==> src/rtl/knn_mem_arbiter.sv <==
// Two-requester arbiter sharing one memory port between the CPU and the k-NN accelerator.
// Holds each grant until mem_ready; a watchdog ends stalled grants and pulses timeout_err.
module knn_mem_arbiter #(
  parameter bit          ACC_PRIORITY = 1'b0,
  parameter logic [31:0] TIMEOUT      = 32'd1024
) (
  input  logic        clk,
  input  logic        resetn,
  input  logic        cpu_mem_valid,
  input  logic [31:0] cpu_mem_addr,
  input  logic [31:0] cpu_mem_wdata,
  input  logic [3:0]  cpu_mem_wstrb,
  output logic        cpu_mem_ready,
  output logic [31:0] cpu_mem_rdata,
  input  logic        acc_mem_valid,
  input  logic        acc_mem_write,
  input  logic [31:0] acc_mem_addr,
  input  logic [31:0] acc_mem_wdata,
  output logic        acc_mem_ready,
  output logic [31:0] acc_mem_rdata,
  output logic        mem_valid,
  output logic [31:0] mem_addr,
  output logic [31:0] mem_wdata,
  output logic [3:0]  mem_wstrb,
  input  logic        mem_ready,
  input  logic [31:0] mem_rdata,
  output logic        timeout_err,
  output logic        last_grant
);

  typedef enum logic [1:0] {IDLE, GNT_CPU, GNT_ACC} state_t;

  localparam logic [15:0] TMO = TIMEOUT[15:0];

  state_t      r_state, w_next;
  logic [15:0] r_wcnt;
  logic        r_last_grant;
  logic        w_busy, w_timeout;

  assign w_busy    = (r_state != IDLE);
  // Completion by mem_ready takes precedence over the watchdog in the same cycle.
  assign w_timeout = w_busy && (r_wcnt == TMO) && !mem_ready;

  always_comb begin
    w_next = r_state;
    case (r_state)
      IDLE: begin
        if (cpu_mem_valid && acc_mem_valid)
          w_next = (ACC_PRIORITY || !r_last_grant) ? GNT_ACC : GNT_CPU;
        else if (cpu_mem_valid)
          w_next = GNT_CPU;
        else if (acc_mem_valid)
          w_next = GNT_ACC;
      end
      GNT_CPU, GNT_ACC: begin
        if (mem_ready || w_timeout)
          w_next = IDLE;
      end
      default: w_next = IDLE;
    endcase
  end

  always_ff @(posedge clk) begin
    if (!resetn) begin
      r_state      <= IDLE;
      r_wcnt       <= 16'd0;
      r_last_grant <= 1'b1;
    end else begin
      r_state <= w_next;
      if (!w_busy && w_next != IDLE) begin
        r_wcnt       <= 16'd0;
        r_last_grant <= (w_next == GNT_ACC);
      end else if (w_busy && !mem_ready && r_wcnt != 16'hFFFF) begin
        r_wcnt <= r_wcnt + 16'd1;
      end
    end
  end

  always_comb begin
    mem_valid     = 1'b0;
    mem_addr      = 32'h0;
    mem_wdata     = 32'h0;
    mem_wstrb     = 4'h0;
    cpu_mem_ready = 1'b0;
    cpu_mem_rdata = 32'h0;
    acc_mem_ready = 1'b0;
    acc_mem_rdata = 32'h0;
    timeout_err   = w_timeout;
    last_grant    = r_last_grant;
    case (r_state)
      GNT_CPU: begin
        mem_valid     = !w_timeout;
        mem_addr      = cpu_mem_addr;
        mem_wdata     = cpu_mem_wdata;
        mem_wstrb     = cpu_mem_wstrb;
        cpu_mem_ready = mem_ready || w_timeout;
        cpu_mem_rdata = w_timeout ? 32'h0 : mem_rdata;
      end
      GNT_ACC: begin
        mem_valid     = !w_timeout;
        mem_addr      = acc_mem_addr;
        mem_wdata     = acc_mem_wdata;
        mem_wstrb     = acc_mem_write ? 4'hF : 4'h0;
        acc_mem_ready = mem_ready || w_timeout;
        acc_mem_rdata = w_timeout ? 32'h0 : mem_rdata;
      end
      default: ;
    endcase
  end

endmodule

==> config.mk <==
export PLATFORM = sky130hd
export DESIGN_NAME = knn_mem_arbiter
export DESIGN_NICKNAME = d
export VERILOG_FILES = /design/src/rtl/knn_mem_arbiter.sv
export SDC_FILE = /design/constraint.sdc
export NUM_CORES = 1
export LEC_CHECK = 0
export BUFFER_PORTS_ARGS = -buffer_cell sky130_fd_sc_hd__buf_2
export CAP_MARGIN = 40
export CORE_AREA = 2 2 118 120
export CTS_CLUSTER_DIAMETER = 30
export DETAILED_ROUTE_END_ITERATION = 6
export DIE_AREA = 0 0 120 122
export PLACE_DENSITY = 0.6
export SLEW_MARGIN = 20
export SYNTH_ARGS = -nofsm -noshare
export SYNTH_HDL_FRONTEND = slang
export SYNTH_SLANG_ARGS = --single-unit
==> constraint.sdc <==
create_clock -name clk -period 3.15 [get_ports clk]
set_clock_uncertainty 0.05 [all_clocks]
set_input_delay 0.4725 -clock clk [delete_from_list [all_inputs] [get_ports clk]]
set_output_delay 0.4725 -clock clk [all_outputs]
set_load 0.03 [all_outputs]
# --- Word-level counts from Yosys, hierarchy flattened ---
# Cells that the tools add are included.
word_totals:
  out_inout_bits: 137
  reg_bits: 19
classes:
  n_reduce_logical: 15
  n_bitwise: 1
  addsub: 1
  muxes: 16
  n_eq_ne: 5
ops:
  columns: ["cell", "n"]
  rows:
  - ["one-hot mux 32 bit (2 select lines)", 2]
  - ["2-to-1 mux 32 bit", 3]
  - ["adder 16 x 1 -> 16 bit (second input constant)", 1]
  - ["equality test 16 x 11 -> 1 bit (second input constant)", 1]
  - ["inequality test 16 bit (second input constant)", 1]
  - ["2-to-1 mux 2 bit", 5]
  - ["one-hot mux 4 bit (2 select lines)", 1]
  - ["logical AND 1 bit", 6]
  - ["equality test 2 bit (second input constant)", 2]
  - ["2-to-1 mux 4 bit", 1]
  - ["one-hot mux 2 bit (2 select lines)", 1]
  - ["nonzero test 2 bit", 2]
  - ["OR reduction 2 bit", 2]
  - ["zero test 1 bit", 3]
  - ["2-to-1 mux 1 bit", 3]
  - ["equality test 2 x 1 -> 1 bit (second input constant)", 1]
  - ["zero test 2 bit", 1]
  - ["logical OR 1 bit", 1]
  - ["NOT 1 bit", 1]

# --- Depth between registers and ports, before layout ---
# Gate-level depths: netlist of the first run.
depth:
  depth_word: 9
  ltp_mapped: 8
  ltp_nobuf: 6

# --- Worst setup path after synthesis of the first run ---
# OpenSTA, ideal clock, no wires.
synth_timing:
  path_type: "register -> output"
  startpoint: "register r_state[0]"
  endpoint: "output mem_wstrb[0]"
  arrival_time_ns: 2.087
  path_stages_with_launch: 7
  slack_ns: 0.540
  required_ns: 2.627
  n_path_buf: 3
  path_cell_list: "dfxtp_1 -> ha_1 -> clkbuf_1 -> clkbuf_1 -> clkbuf_1 -> nand2_1 -> a21boi_0"
synth_via:
  elab_chain_cells: 2
synth_rtl:
  columns: ["element", "line_no", "source"]
  rows:
  - ["start: declaration", "35", "state_t r_state, w_next;"]
  - ["start signal: assignment", "69", "r_state <= w_next;"]
  - ["equality test 2 bit / equality test 2 x 1 -> 1 bit (equally long branches)", "90", "case (r_state)"]
  - ["one-hot mux 4 bit (2 select lines) (*)", "90", null]
  - ["end: declaration", "24", "output logic [3:0] mem_wstrb,"]
# Every way passes the cells marked *; elsewhere a longest branch is shown, timed or not.

# --- Worst setup path in the final report of the first run ---
layout_timing:
  startpoint: "register r_state[0]"
  endpoint: "output mem_wdata[30]"
layout_via:
  elab_chain_cells: 2
layout_rtl:
  columns: ["element", "line_no", "source"]
  rows:
  - ["equality test 2 bit / equality test 2 x 1 -> 1 bit (equally long branches)", "90", null]
  - ["one-hot mux 32 bit (2 select lines) (*)", "90", null]
  - ["end: declaration", "23", "output logic [31:0] mem_wdata,"]
# Marks and branches as above.

==> results of run 1 <==
[state kept, by name (all words and copies together) (netlist names)]
name,count
last_grant,1
r_state,2
r_wcnt,16
[cell type report]
type / instances / area share, %
multi-input combinational: 317 / 47.4
timing repair buffer: 314 / 36.2
sequential: 19 / 8.51
tap: 180 / 5.04
clock buffer: 4 / 1.76
inverter: 14 / 1.18
[layer usage]
| metal | share of wire (%) | track usage, % | vias to the layer above |
|---|---|---|---|
| li1 | - | - | 1927 |
| met1 | 46 | 21.9 | 1670 |
| met2 | 46 | 24.9 | 183 |
| met3 | 6.5 | 2.39 | 10 |
| met4 | 1.3 | 2.94 | 0 |
| met5 | 0 | 0 | - |
[synthesized netlist by cell type, types with 3 or more instances]
library cell   n  area [sq um]
nand2_1       29           109
a211oi_1       3          22.5
ha_1           6          75.1
or4_1          3          22.5
and2_1        65           407
clkbuf_2       7          35.0
a21oi_1       12          60.1
nor4_1         5          31.3
a21boi_0       4          30.0
clkbuf_1      21          78.8
nand4_1        5          31.3
nor2b_1       65           407
a22oi_1       64           480
nand3_1        5          25.0
nand2b_1       6          37.5
dfxtp_1       19           380
and4_1         3          26.3
o31ai_1        3          22.5
inv_1         14          52.6
mux2i_1        9          90.1
nor2_1         6          22.5
[critical path: stages (launching register included)]
cell	delay, ns
dfxtp_1	0.44
inv_1	0.10
ha_2	0.55
buf_4	0.40
nor2b_1	0.24
buf_2	0.24
[kinds of logic (layout without fill, tap and decap cells)]
logic type | count (synthesis) | after routing | share of synthesized area (%)
flip-flops | 19 | 19 | 14.2
adder cells (fa/ha/maj) | 6 | 6 | 2.81
AO/OA/AOI/OAI | 97 | 97 | 26.8
AND/OR/NAND/NOR | 205 | 205 | 46.0
buffers and inverters | 44 | 332 | 6.79
multiplexers | 9 | 9 | 3.37
[power groups by stage]
stage,Clock (mW),Combinational (mW),Sequential [mW]
global route,0.282,0.976,0.257
global placement,0,0.912,0.260
finish,0.264,0.900,0.256
detailed placement,0,0.909,0.261
floorplan,0,0.581,0.264
CTS,0.273,0.912,0.256
[placed cells by master, fill, tap and decap left out, types with 2 or more instances in the layout]
| cell type | count |
|---|---|
| a211oi_1 | 3 |
| a21boi_0 | 4 |
| a21oi_1 | 12 |
| a22oi_1 | 64 |
| and2_1 | 65 |
| and4_1 | 3 |
| buf_12 | 2 |
| buf_2 | 306 |
| buf_4 | 6 |
| clkbuf_16 | 3 |
| dfxtp_1 | 19 |
| ha_1 | 3 |
| ha_2 | 3 |
| inv_1 | 14 |
| mux2i_1 | 9 |
| nand2_1 | 29 |
| nand2b_1 | 6 |
| nand3_1 | 5 |
| nand4_1 | 5 |
| nor2_1 | 6 |
| nor2b_1 | 65 |
| nor3_2 | 2 |
| nor4_1 | 5 |
| nor4b_1 | 2 |
| o31ai_1 | 3 |
| o41ai_1 | 2 |
| or3_1 | 2 |
| or4_1 | 3 |
[metrics by stage]
stage / util [%] / hold slack, ns / instance area (sq um) / cells / setup slack (ns)
floorplan: - / 0.415 / 2670 / 380 / 0.540
global placement: 32.5 / 0.437 / 4390 / 844 / 0.644
detailed placement: 32.5 / 0.440 / 4390 / 844 / 0.574
CTS: 33.1 / 0.450 / 4470 / 848 / 0.291
global route: 33.1 / 0.468 / 4470 / 848 / 0.153
finish: 33.1 / 0.445 / 4470 / 848 / 0.356
[path summary, 6_finish.rpt]
check	startpoint	cells past startpoint	endpoint	slack, ns
setup / recovery	r_state[0]	5	mem_wdata[30]	0.36
hold reg to reg	r_wcnt[0]	2	r_wcnt[0]	0.44
setup reg to reg	r_state[0]	6	r_state[0]	0.86
hold / removal	r_wcnt[0]	2	r_wcnt[0]	0.44
==> out/summary.txt, run 1 <==
TritonCTS Buffers - 3
Syn_area_per_cell - 7.03 sq um
Row cnt - 43
Power density cells - 318 nW/um^2
CP Capture Type - primary output
Initial antenna violation count - 0
Via/cell ratio - 4.47
Comb pwr share - 63.4%
Detail Placement HPWL - 10,600 microns
Syn_nets - 556
CP Max Fanout - 46
Final net count - 845
WL/cell - 15.1 microns
IO Count - 307
Synth Instances - 380
Gr usage total - 15.5%
Status - finished clean
P_int - 0.761 mW
RSZ-0062 raised after global routing - no
Detail Route Antenna Nets - 0
Gr ovfl total - 0
Fillers - 1,513
Primary FF master, synth - dfxtp_1
F_max - 358 MHz
First-pass iteration count of the detailed router - 4
Die height - 122 microns
Area Growth Syn to Fin - 67.4%
Final Max Tran Viols - 0
Sequential cell area - 380 sq um
Area of the multi-input gates - 2120 sq um
Ys Warns - 0
First-pass GRT wire length - 17,900 microns
Design Power - 1.42 mW
Register share of total power - 18.0%
Post-cts sizing count - 0
Mapped Area - 2670 sq um
Post-synth ARST share - 0%
Die width - 120 microns
Slew margin rel. - 55.1%
CTS tree - done
Post-CTS Setup Inserts - 0
N_diodes - 0
Clock share of power - 18.6%
Hold-fix buffers, CTS - 0
Total die area - 14,600 sq um
Worst Path Required - 2.63 ns
Core ar. - 13,500 sq um
Min Clock Period, post-route - 2.79 ns
Share of layout cells above drive strength 1 - 49.3%
Crit share post-route - 88.7%
Pin count of the biggest net entering global routing - 47
Initial core utilization - 19.8%
Port bufs - 306
Worst EP arrival - 2.27 ns
Worst-path clk slew - 0.06 ns
Max cap viols - 0
DRT iter0 DRCs - 212
H-tree levels - 1
Seq cells post-synth - 19
Distinct cells, synth - 43
Sw Ratio - 46.4%
Final wirelength - 12,800 microns
Worst hold path class - flop to flop
CTS Sinks - 19
Cell leakage power - 2.22 nW
Share of the yosys chip area belonging to registers - 14.2%
Number of flops mapped to enable cells by yosys - 0
WS Path Type - flop to primary output
Vias - 3,790
DRC Markers - 0
Worst slew pin tran - 0.670 ns
Clock Tree Buf Depth - 2
Clk_lat worst skew - 0.25 ns
Fin. Hold Viols - 0
Switching power - 0.659 mW
Crit start category - flop
Setup TNS - 0 ns
GP Congestion - 0.834
Vias in the first global route - 3,266
Peak supply drop - 0.203 mV
Clk root buf - clkbuf_16
Endpoints failing setup - 0
No activity file was read; power rests on OpenSTA's default activity.
==> run 2, diff against run 1 <==
- CORE_AREA: 2 2 118 120 -> 2 2 120 122
- CTS_BUF_LIST: not set -> sky130_fd_sc_hd__clkbuf_8
- DIE_AREA: 0 0 120 122 -> 0 0 122 124
- PLACE_DENSITY: 0.6 -> 0.58
==> out/summary.txt, run 2 (synthesized netlist as in run 1, its figures left out) <==
Peak supply drop - 0.109 mV (was 0.203 mV)
CP Capture Type - primary output (unchanged)
Post-cts sizing count - 0 (unchanged)
Clock Tree Buf Depth - 2 (unchanged)
Vias - 3,775 (was 3,790)
First-pass iteration count of the detailed router - 4 (unchanged)
Worst Min Path Start - r_wcnt[1] (was r_wcnt[0])
Worst Path Required - 2.63 ns (about the same)
F_max - 359 MHz (was 358 MHz)
Worst slew pin tran - 0.704 ns (was 0.670 ns)
Worst R2R End - r_wcnt[9] (was r_state[0])
Via/cell ratio - 4.46 (was 4.47)
Fin. Hold Viols - 0 (unchanged)
Final net count - 844 (was 845)
Worst hold path class - flop to flop (unchanged)
Die height - 124 microns (was 122 microns)
Hold Crit Depth - 2 (unchanged)
Design Power - 1.33 mW (was 1.42 mW)
H-tree levels - 1 (unchanged)
Worst EP arrival - 2.27 ns (about the same)
Status - finished clean (unchanged)
Initial antenna violation count - 0 (unchanged)
DRC Markers - 0 (unchanged)
CP Max Fanout - 32 (was 46)
DP Area - 4400 sq um (was 4390 sq um)
Reg-to-reg slack, setup - 1.00 ns (was 0.86 ns)
Pin count of the biggest net entering global routing - 62 (was 47)
CTS tree - done (unchanged)
Largest register by flop count - r_wcnt (unchanged)
Die width - 122 microns (was 120 microns)
Area Growth Syn to Fin - 66.3% (was 67.4%)
GP Congestion - 0.817 (was 0.834)
Worst Hold End - r_wcnt[1] (was r_wcnt[0])
Gr ovfl total - 0 (unchanged)
Row cnt - 43 (unchanged)
Detail Route Antenna Nets - 0 (unchanged)
IO Count - 307 (unchanged)
First-pass GRT wire length - 17,300 microns (was 17,900 microns)
Vias in the first global route - 3,340 (was 3,266)
Fillers - 1,546 (was 1,513)
Max cap viols - 0 (unchanged)
Cell leakage power - 2.21 nW (was 2.22 nW)
Post-CTS Setup Inserts - 0 (unchanged)
Share of layout cells above drive strength 1 - 49.2% (was 49.3%)
FF-to-FF Start - r_state[0] (unchanged)
RSZ-0062 raised after global routing - no (unchanged)
Setup TNS - 0 ns (unchanged)
Initial core utilization - 19.5% (was 19.8%)
Endpoints failing setup - 0 (unchanged)
Min Hold Slack - 0.446 ns (was 0.445 ns)
Worst r2r path cells - 6 (unchanged)
Commonest non-fill, non-tap cell in the layout - buf_2 (unchanged)
Max reg flops - 16 (unchanged)
Power density cells - 299 nW/um^2 (was 318 nW/um^2)
Hold-fix buffers, CTS - 0 (unchanged)
Port bufs - 306 (unchanged)
Most frequent cells in the layout - 306 x buf_2, 65 x nor2b_1, 65 x and2_1 (unchanged)
WL/cell - 14.3 microns (was 15.1 microns)
N_diodes - 0 (unchanged)
Detail Placement HPWL - 10,100 microns (was 10,600 microns)
Crit start category - flop (unchanged)
TritonCTS Buffers - 3 (unchanged)
Core ar. - 13,700 sq um (was 13,500 sq um)
Final wirelength - 12,100 microns (was 12,800 microns)
Slew margin rel. - 52.7% (was 55.1%)
Fin area - 4440 sq um (was 4470 sq um)
Clk_lat worst skew - 0.27 ns (was 0.25 ns)
Final Max Tran Viols - 0 (unchanged)
CTS Sinks - 19 (unchanged)
DRT iter0 DRCs - 168 (was 212)
WS Path Type - flop to primary output (unchanged)
Clk root buf - clkbuf_8 (was clkbuf_16)
Min Clock Period, post-route - 2.79 ns (about the same)
Gr usage total - 14.3% (was 15.5%)
Core Util, Final - 32.4% (was 33.1%)
Worst-path clk slew - 0.08 ns (was 0.06 ns)
Total die area - 15,100 sq um (was 14,600 sq um)
Crit share post-route - 88.5% (was 88.7%)
[run 2: cell count changes in the layout (fill, tap and decap cells not counted), sizes merged]
cell,before,now
inv,14,15
clkbuf,4,3
buf,314,313
[run 2: how the worst max path moves through the flow]
stage / start / to / slack [ns] / depth (start not counted)
3_3_place_gp: r_state[0] / cpu_mem_rdata[11] / 0.69 / 8
5_1_grt: r_state[0] / acc_mem_rdata[13] / 0.16 / 7
2_1_floorplan: r_state[0] / mem_wstrb[0] / 0.54 / 6
6_report: r_state[0] / cpu_mem_rdata[11] / 0.36 / 8
4_1_cts: r_state[0] / acc_mem_rdata[13] / 0.36 / 7
3_5_place_dp: r_state[0] / acc_mem_rdata[13] / 0.66 / 8
[run 2: area by class of cell]
class	instances	area (sq um)	share of cell area [%]
clock buffers	3	41.3	0.930
clock inverters	1	3.75	0.0845
multi-input cells	317	2120	47.7
inverters	14	52.6	1.18
flip-flops and latches	19	380	8.56
repair buffers	313	1620	36.5
well taps	180	225	5.07
[run 2: worst max-delay path, cell delays in order, from the launching register on]
cell and delay [ns]:
dfxtp_1 0.44, inv_1 0.10, ha_2 0.24, nor4_1 0.17, and4_1 0.37, a21oi_1 0.10, buf_4 0.21, and2_1 0.19
buf_2 0.18
[run 2: metal layers]
layer  share of wire, %  track usage (%)  vias to the layer above  wire length (microns)
met5                  0                0                        -                      0
met4               0.87             1.80                        0                    105
met2                 49             23.8                      165                   5890
met1                 43             20.2                     1676                   5210
li1                   -                -                     1925                      -
met3                7.7             1.92                        9                    930
[run 2: power by group]
| part | switching (mW) | internal [mW] |
|---|---|---|
| sequential | 0.00841 | 0.247 |
| combinational | 0.550 | 0.347 |
| clock | 0.0891 | 0.0870 |
[run 2: stage by stage]
step / std cells / setup slack, ns
6_report: 847 / 0.361
5_1_grt: 847 / 0.157
4_1_cts: 847 / 0.361
3_5_place_dp: 843 / 0.657
3_3_place_gp: 843 / 0.686
2_1_floorplan: 380 / 0.540
